--- config.mk ---
export PLATFORM = sky130hd
export DESIGN_NAME = lcd_sequencer
export DESIGN_NICKNAME = d
export VERILOG_FILES = /design/src/rtl/lcd_sequencer.sv
export SDC_FILE = /design/constraint.sdc
export NUM_CORES = 1
export LEC_CHECK = 0
export CORE_ASPECT_RATIO = 1.2
export CORE_UTILIZATION = 41
export CTS_BUF_LIST = sky130_fd_sc_hd__clkbuf_8
export CTS_CLUSTER_SIZE = 8
export DETAILED_ROUTE_END_ITERATION = 12
export DONT_BUFFER_PORTS = 1
export GPL_TIMING_DRIVEN = 0
export SYNTH_ARGS = -nofsm -noshare
export SYNTH_HDL_FRONTEND = slang
export SYNTH_SLANG_ARGS = --single-unit
export TNS_END_PERCENT = 30
--- constraint.sdc ---
create_clock -name clk -period 10.84 [get_ports clk]
set_input_delay 2.168 -clock clk [delete_from_list [all_inputs] [get_ports clk]]
set_output_delay 2.168 -clock clk [all_outputs]
set_load 0.02 [all_outputs]
--- src/rtl/lcd_sequencer.sv ---
// lcd_sequencer: power-up delay, LCD init commands and buffered 2x16 screen refresh
module lcd_sequencer #(
    parameter logic [15:0] INIT_DELAY   = 16'd50000,
    parameter logic        AUTO_REFRESH = 1'b1
) (
    input  logic       clk,
    input  logic       rst,
    input  logic       wr_en,
    input  logic [4:0] wr_addr,
    input  logic [7:0] wr_data,
    input  logic       refresh_req,
    output logic       ready,
    output logic       busy,
    output logic [7:0] lcd_data,
    output logic       lcd_is_cmd,
    output logic       lcd_req,
    input  logic       lcd_ack
);
    localparam logic [2:0] POWER    = 3'd0;
    localparam logic [2:0] INIT_REQ = 3'd1;
    localparam logic [2:0] INIT_REL = 3'd2;
    localparam logic [2:0] IDLE     = 3'd3;
    localparam logic [2:0] REF_REQ  = 3'd4;
    localparam logic [2:0] REF_REL  = 3'd5;
    logic [2:0]  state;
    logic [15:0] dly_cnt;
    logic [5:0]  idx;
    logic [5:0]  nxt;
    logic        pending;
    logic        init_done;
    logic        start_ref;
    logic [7:0]  char_buf [32];
    logic [4:0]  ref_sel;
    logic [7:0]  init_nxt;
    logic [7:0]  ref_nxt;
    assign nxt       = idx + 6'd1;
    assign init_done = state == INIT_REL && !lcd_ack && idx == 6'd3;
    assign start_ref = pending && (state == IDLE || init_done);
    assign busy      = !(state == IDLE && !pending);
    assign init_nxt  = nxt == 6'd1 ? 8'h0C : nxt == 6'd2 ? 8'h01 : 8'h06;
    // indices 1-16 map to buf[0..15], indices 18-33 to buf[16..31]
    assign ref_sel   = 5'(nxt - (nxt < 6'd17 ? 6'd1 : 6'd2));
    assign ref_nxt   = nxt == 6'd17 ? 8'hC0 : char_buf[ref_sel];
    // character buffer, writable in every state
    always_ff @(posedge clk or posedge rst) begin
        if (rst) begin
            for (int i = 0; i < 32; i++) char_buf[i] <= 8'h20;
        end else if (wr_en) begin
            char_buf[wr_addr] <= wr_data;
        end
    end
    // sequencer: power-up wait, init commands, refresh transactions and pending tracking
    always_ff @(posedge clk or posedge rst) begin
        if (rst) begin
            state      <= POWER;
            dly_cnt    <= 16'd0;
            idx        <= 6'd0;
            pending    <= 1'b0;
            ready      <= 1'b0;
            lcd_req    <= 1'b0;
            lcd_data   <= 8'h00;
            lcd_is_cmd <= 1'b1;
        end else begin
            pending <= start_ref ? 1'b0 : pending | refresh_req | (AUTO_REFRESH & wr_en);
            ready   <= ready | init_done;
            if (start_ref) begin
                state      <= REF_REQ;
                idx        <= 6'd0;
                lcd_req    <= 1'b1;
                lcd_data   <= 8'h80;
                lcd_is_cmd <= 1'b1;
            end else begin
                case (state)
                    POWER: begin
                        if (dly_cnt == INIT_DELAY - 16'd1) begin
                            state      <= INIT_REQ;
                            idx        <= 6'd0;
                            lcd_req    <= 1'b1;
                            lcd_data   <= 8'h38;
                            lcd_is_cmd <= 1'b1;
                        end else begin
                            dly_cnt <= dly_cnt + 16'd1;
                        end
                    end
                    INIT_REQ, REF_REQ: begin
                        if (lcd_ack) begin
                            lcd_req <= 1'b0;
                            state   <= state == INIT_REQ ? INIT_REL : REF_REL;
                        end
                    end
                    INIT_REL: begin
                        if (init_done) begin
                            state <= IDLE;
                        end else if (!lcd_ack) begin
                            state      <= INIT_REQ;
                            idx        <= nxt;
                            lcd_req    <= 1'b1;
                            lcd_data   <= init_nxt;
                            lcd_is_cmd <= 1'b1;
                        end
                    end
                    REF_REL: begin
                        if (!lcd_ack && idx == 6'd33) begin
                            state <= IDLE;
                        end else if (!lcd_ack) begin
                            state      <= REF_REQ;
                            idx        <= nxt;
                            lcd_req    <= 1'b1;
                            lcd_data   <= ref_nxt;
                            lcd_is_cmd <= nxt == 6'd17;
                        end
                    end
                    IDLE: ;
                    default: state <= POWER;
                endcase
            end
        end
    end
endmodule

# Word level (Yosys, flattened, before mapping)
# Cells that the tools add are included.
# classes
addsub	3
order_cmp	4
n_eq_ne	20
muxes	46
bitwise	7
reduce_logical	19
# op_table
op	n
$bwmux W256	1
$mux W8	10
$bmux W8 S5	1
$demux W8 S5	1
$mux W6	5
$mux W3	9
$pmux W8 S3	1
$ne A3 B3 Y1 const B	6
$pmux W6 S3	1
$add A16 B1 Y16 const B	1
$eq A16 B16 Y1 const B	1
$pmux W3 S5	1
$eq A6 B2 Y1 const B	2
$ge A6 B6 Y1 const B	2
$mux W1	12
$not A5 Y6	2
$reduce_and A5 Y1	2
$ne A4 B4 Y1 const B	2
$add A6 B1 Y6 const B	1
$eq A3 B2 Y1 const B	2
$eq A3 B3 Y1 const B	2
$eq A6 B1 Y1 const B	1
$eq A6 B5 Y1 const B	1
$eq A6 B6 Y1 const B	1
other kinds (21)	31
# word_totals
ff_bits	293
in_bits	18
out_inout_bits	12

# Logic depth before layout (Yosys ltp)
# logic_depth
depth_word	13
mapped_depth	16

# Least setup slack after synthesis
# Ideal clock, no wire load.
# synth_timing
kind	input-to-reg
from	input port lcd_ack
to	register lcd_data[5]
t_arrival_ns	3.770
required_ns	10.714
path_slack_ns	6.944
stages	7
n_path_buf	2
cell_sequence	buf_2 > or4_1 > nor2_1 > o211ai_2 > and2_1 > buf_2 > a221o_1
# synth_via
elab_chain_cells	7
word_cells_on_any_way	14
cone_classes	eq/ne (5); mux (1); reduce/logical (8)
# synth_rtl
item	line_no	source
start: declaration	17	input logic lcd_ack
$logic_not A1 Y1	n/a	
$logic_and A1 B1 Y1 (2 in a row)	37	assign init_done = state == INIT_REL && !lcd_ack && idx == 6'd3;
$logic_or A1 B1 Y1	38	assign start_ref = pending && (state == IDLE || init_done);
$logic_and A1 B1 Y1	38	
$ne A3 B3 Y1 (no source line) or $reduce_bool A4 Y1 (tied branches)	n/a	
$reduce_and A6 Y1 (no source line)	n/a	
end signal: assignment	98	lcd_data <= init_nxt;
end signal: assignment	109	lcd_data <= ref_nxt;
end: declaration	14	output logic [7:0] lcd_data,
# Several ways; a longest one is shown, not always the timed one.
# A chain may end at the register's enable or synchronous reset.

# Worst setup path after layout
# layout_timing
from	register idx[2]
to	register lcd_data[7]
# layout_via
elab_chain_cells	13
word_cells_on_any_way	27
cone_classes	add/sub (2); order compare (1); eq/ne (8); mux (9); bitwise (1); reduce/logical (6)
# layout_rtl
item	line_no	source
start: declaration	27	logic [5:0] idx;
start signal: assignment	96	idx <= nxt;
start signal: assignment	107	idx <= nxt;
$add A6 B1 Y6	36	assign nxt = idx + 6'd1;
$lt A6 B5 Y1	42	assign ref_sel = 5'(nxt - (nxt < 6'd17 ? 6'd1 : 6'd2));
$mux W2	42	
$sub A5 B2 Y5	42	
$not A5 Y6 (implied by the code)	43	assign ref_nxt = nxt == 6'd17 ? 8'hC0 : char_buf[ref_sel];
$bmux W8 S5	43	
$mux W8 (implied by the code) (2 in a row)	43	
$mux W8	43	
$mux W8	105	end else if (!lcd_ack) begin
$mux W8	103	if (!lcd_ack && idx == 6'd33) begin
$pmux W8 S3	73	case (state)
$mux W8	66	if (start_ref) begin
# Several ways; a longest one is shown, not always the timed one. The select of a mux whose other input is x is not followed.

==> impl_metrics.yaml <==
status:
  outcome: "complete, no violations"
clocking:
  post-cts-setup-buffers: 0
  cts_resized: 0
  cts_tree: "yes"
  ctsHoldBuffers: 0
  ctsHtreeMaxLevel: 2
  max-clock-path-buffers: 3
  cts_sinks: 293
  cts_root_buf: "clkbuf_8"
  clock_latency_ns: 0.59
  cts_made_buffers: 47
  clk_pin_slew_ns: 0.06
final_layout:
  nets: 1093
  drive_gt1_share_pct: 40.91
  final_cell_area_um2: 15850
  area_delta_synth_final_pct: 10.65
  nFillCells: 3077
worst_setup_path:
  cp-endpoint: "lcd_data[7]"
  critPathArrivalTime_ns: 5.67
  ff2ff_path_depth: 15
  cp.required_ns: 11.29
  start_kind: "register"
  cp.depth: 15
  path_max_fanout: 10
  path_delay_family: "buffers and inverters"
  critPathLaunch: "idx[2]"
  reg2reg_from: "idx[2]"
  crit_buf_inv: 6
  end_kind: "register"
  crit_chain: "buf_6 -> clkbuf_1 -> nand4_1 -> xor2_1 -> o21a_1 -> inv_1 -> fa_1 -> buf_4 -> clkbuf_1 -> clkbuf_1 -> mux4_2 -> mux2i_1 -> mux2i_1 -> mux2i_1 -> a21oi_1"
  r2r_end: "lcd_data[7]"
  max_stage_delay_ns: 0.77
  path_class: "reg2reg"
  r2r_setup_slack_ns: 5.62
  slowest_stage: "clkbuf_1"
synth:
  synth-seq-cells: 293
  ys.flop_type: "dfrtp_1"
  seq_area_frac_synth_pct: 51.49
  ys_warn_count: 0
  syn-num-nets: 1042
  netlist_area_um2: 14320
  yosys.area.top_type: "dfrtp_1"
  ys_top_cells_by_area: "dfrtp_1, mux2_2, mux4_2"
  synth.distinct_cells: 77
  synth_area_per_cell_um2: 14.10
  synthCells: 1016
  synth_top_area_share_pct: 45.43
  async_flop_share_pct: 100.0
  synth-edff-count: 0
global_routing:
  grt_pass1_wl_mm: 54.29
  antenna_found_initial: 2
  grt.total_usage_pct: 20.26
  grt-ovfl-total: 0
  grt_start_max_net_pins: 129
  grt_pass1_vias: 8945
hold_path:
  hold_path.class: "reg2reg"
power:
  power_density_nw_per_um2: 167.3
  leakage_nw: 7.027
  vdd_drop_max_mv: 0.06794
  power.total_mw: 2.651
placement:
  place_area_um2: 14950
  gp_congestion: 0.8165
  io_buffers: 0
  dp_slack_ns: 5.666
  hpwlAfterDp_mm: 24.18
floorplanning:
  die_area_um2: 35680
  die_w_um: 172.6
  die_h_um: 206.7
  start_util_pct: 41.80
  pin_count: 30
  row_count: 74
  core-area_um2: 34260
drt:
  vias: 8636
  first_pass_iters: 5
  wl_per_cell_um: 22.45
  postRouteAntennaNets: 0
  drtIter0Drc: 416
  viasPerCell: 5.547
  finalWirelength_mm: 34.95
  drc: 0
timing:
  rsz0062_at_grt: "false"
  finalCriticalPeriod_ns: 5.220
  worstMarginPinSlew_ns: 1.229
  period_share_pct: 48.16
  layout_setup_ws_ns: 5.620
  setup_viol: 0
  slew_headroom_pct: 17.78
  clock.fmax_mhz: 191.6
  finClkSkew_ns: 0.01944
  drv_slew: 0
  hold_violations: 0
run:
  maxCapViolCount: 0
==> cells in the mapped netlist, drive strengths merged (3+ instances only) <==
cell type and instances:
o21a 3, a21oi 8, clkbuf 47, buf 17, nand2 40, nand3 18
o221ai 4, dfrtp 260, o31ai 7, mux2 265, nor3b 7, o21ai 20
or3 3, nor3 9, nor2 38, nand3b 6, a221o 3, and4 3
nor2b 4, mux2i 32, xor2 6, a31oi 5, mux4 64, nand4 7
xnor2 17, a21boi 4, nor4 4, ha 7, inv 12, nand2b 9
or2 3, dfstp 33, and3 11, and2 9
==> per-layer routing <==
layer,share of wire [%],vias up,track usage (%)
li1,-,3891,-
met1,43,4530,25.60
met2,50,152,35.05
met3,3.6,63,3.590
met4,2.9,0,7.270
met5,0,-,0
==> registers in the layout, indices dropped and copies added, names as in the netlist <==
name,cells
lcd_req,1
char_buf,256
lcd_data,8
lcd_is_cmd,1
dly_cnt,16
idx,6
state,3
pending,1
ready,1
==> layout by cell type, fill, tap and decap left out, types with 6 or more instances in the layout <==
cell      Yosys  layout
a21oi_1       8       8
and2_1        9       9
and3_1       11      11
buf_2        10      10
clkbuf_1     47      47
clkbuf_8      0      58
dfrtp_1     260     260
dfstp_2      33      33
ha_1          7       7
inv_1        12      34
mux2_1        6       6
mux2_2      258     258
mux2i_1      32      32
mux4_2       64      64
nand2_1      40      40
nand2b_1      9       9
nand3_1      17      17
nand3b_1      6       6
nand4_1       7       7
nor2_1       36      36
nor3_1        8       8
nor3b_1       7       7
o21ai_0      19      19
o31ai_1       7       7
xnor2_1      15      15
==> power by group <==
part	switching (mW)	leakage, nW	total (mW)	internal (mW)
combinational	0.133	2.80	0.363	0.230
clock	0.426	0.543	0.904	0.477
sequential	0.0869	3.69	1.38	1.30
total	0.646	7.03	2.65	2.00
==> final cells by class <==
| cell class | count | area (um2) | share of cell area [%] |
|---|---|---|---|
| Antenna cell | 1 | 2.502 | 0.01579 |
| Buffer | 64 | 286.5 | 1.808 |
| Clock buffer | 58 | 798.3 | 5.038 |
| Clock inverter | 24 | 91.34 | 0.5764 |
| Inverter | 12 | 52.55 | 0.3316 |
| Multi-Input combinational cell | 647 | 6616 | 41.75 |
| Sequential cell | 293 | 7373 | 46.53 |
| Tap cell | 456 | 570.5 | 3.600 |
| Timing Repair Buffer | 2 | 55.05 | 0.3474 |
==> logic make-up after synthesis <==
family                   count (synthesis)  synth area share, %
buffers and inverters                   76                2.315
adder cells (fa/ha/maj)                  8               0.7513
multiplexers                           361                33.16
AND/OR/NAND/NOR                        178                6.710
XOR/XNOR                                23                1.643
AO/OA/AOI/OAI                           77                3.932
flip-flops                             293                51.49
==> stage by stage <==
step,std cells,TNS (ns),util (%),hold slack (ns)
after floorplan,1016,0,-,0.4370
after global placement,1472,-690.29,43.47,0.4576
after detailed placement,1474,0,43.65,0.4626
after CTS,1556,0,46.25,0.4878
after global routing,1556,0,46.25,0.4988
final,1557,0,46.26,0.4722
==> how the worst min path moves through the flow <==
stage                           start           to  cells past startpoint
after CTS                 dly_cnt[15]  dly_cnt[15]                      1
after global placement    dly_cnt[15]  dly_cnt[15]                      1
after global routing      dly_cnt[15]  dly_cnt[15]                      1
final                     dly_cnt[15]  dly_cnt[15]                      1
after floorplan           dly_cnt[15]  dly_cnt[15]                      1
after detailed placement  dly_cnt[15]  dly_cnt[15]                      1
(Power assumes the default switching activity.)
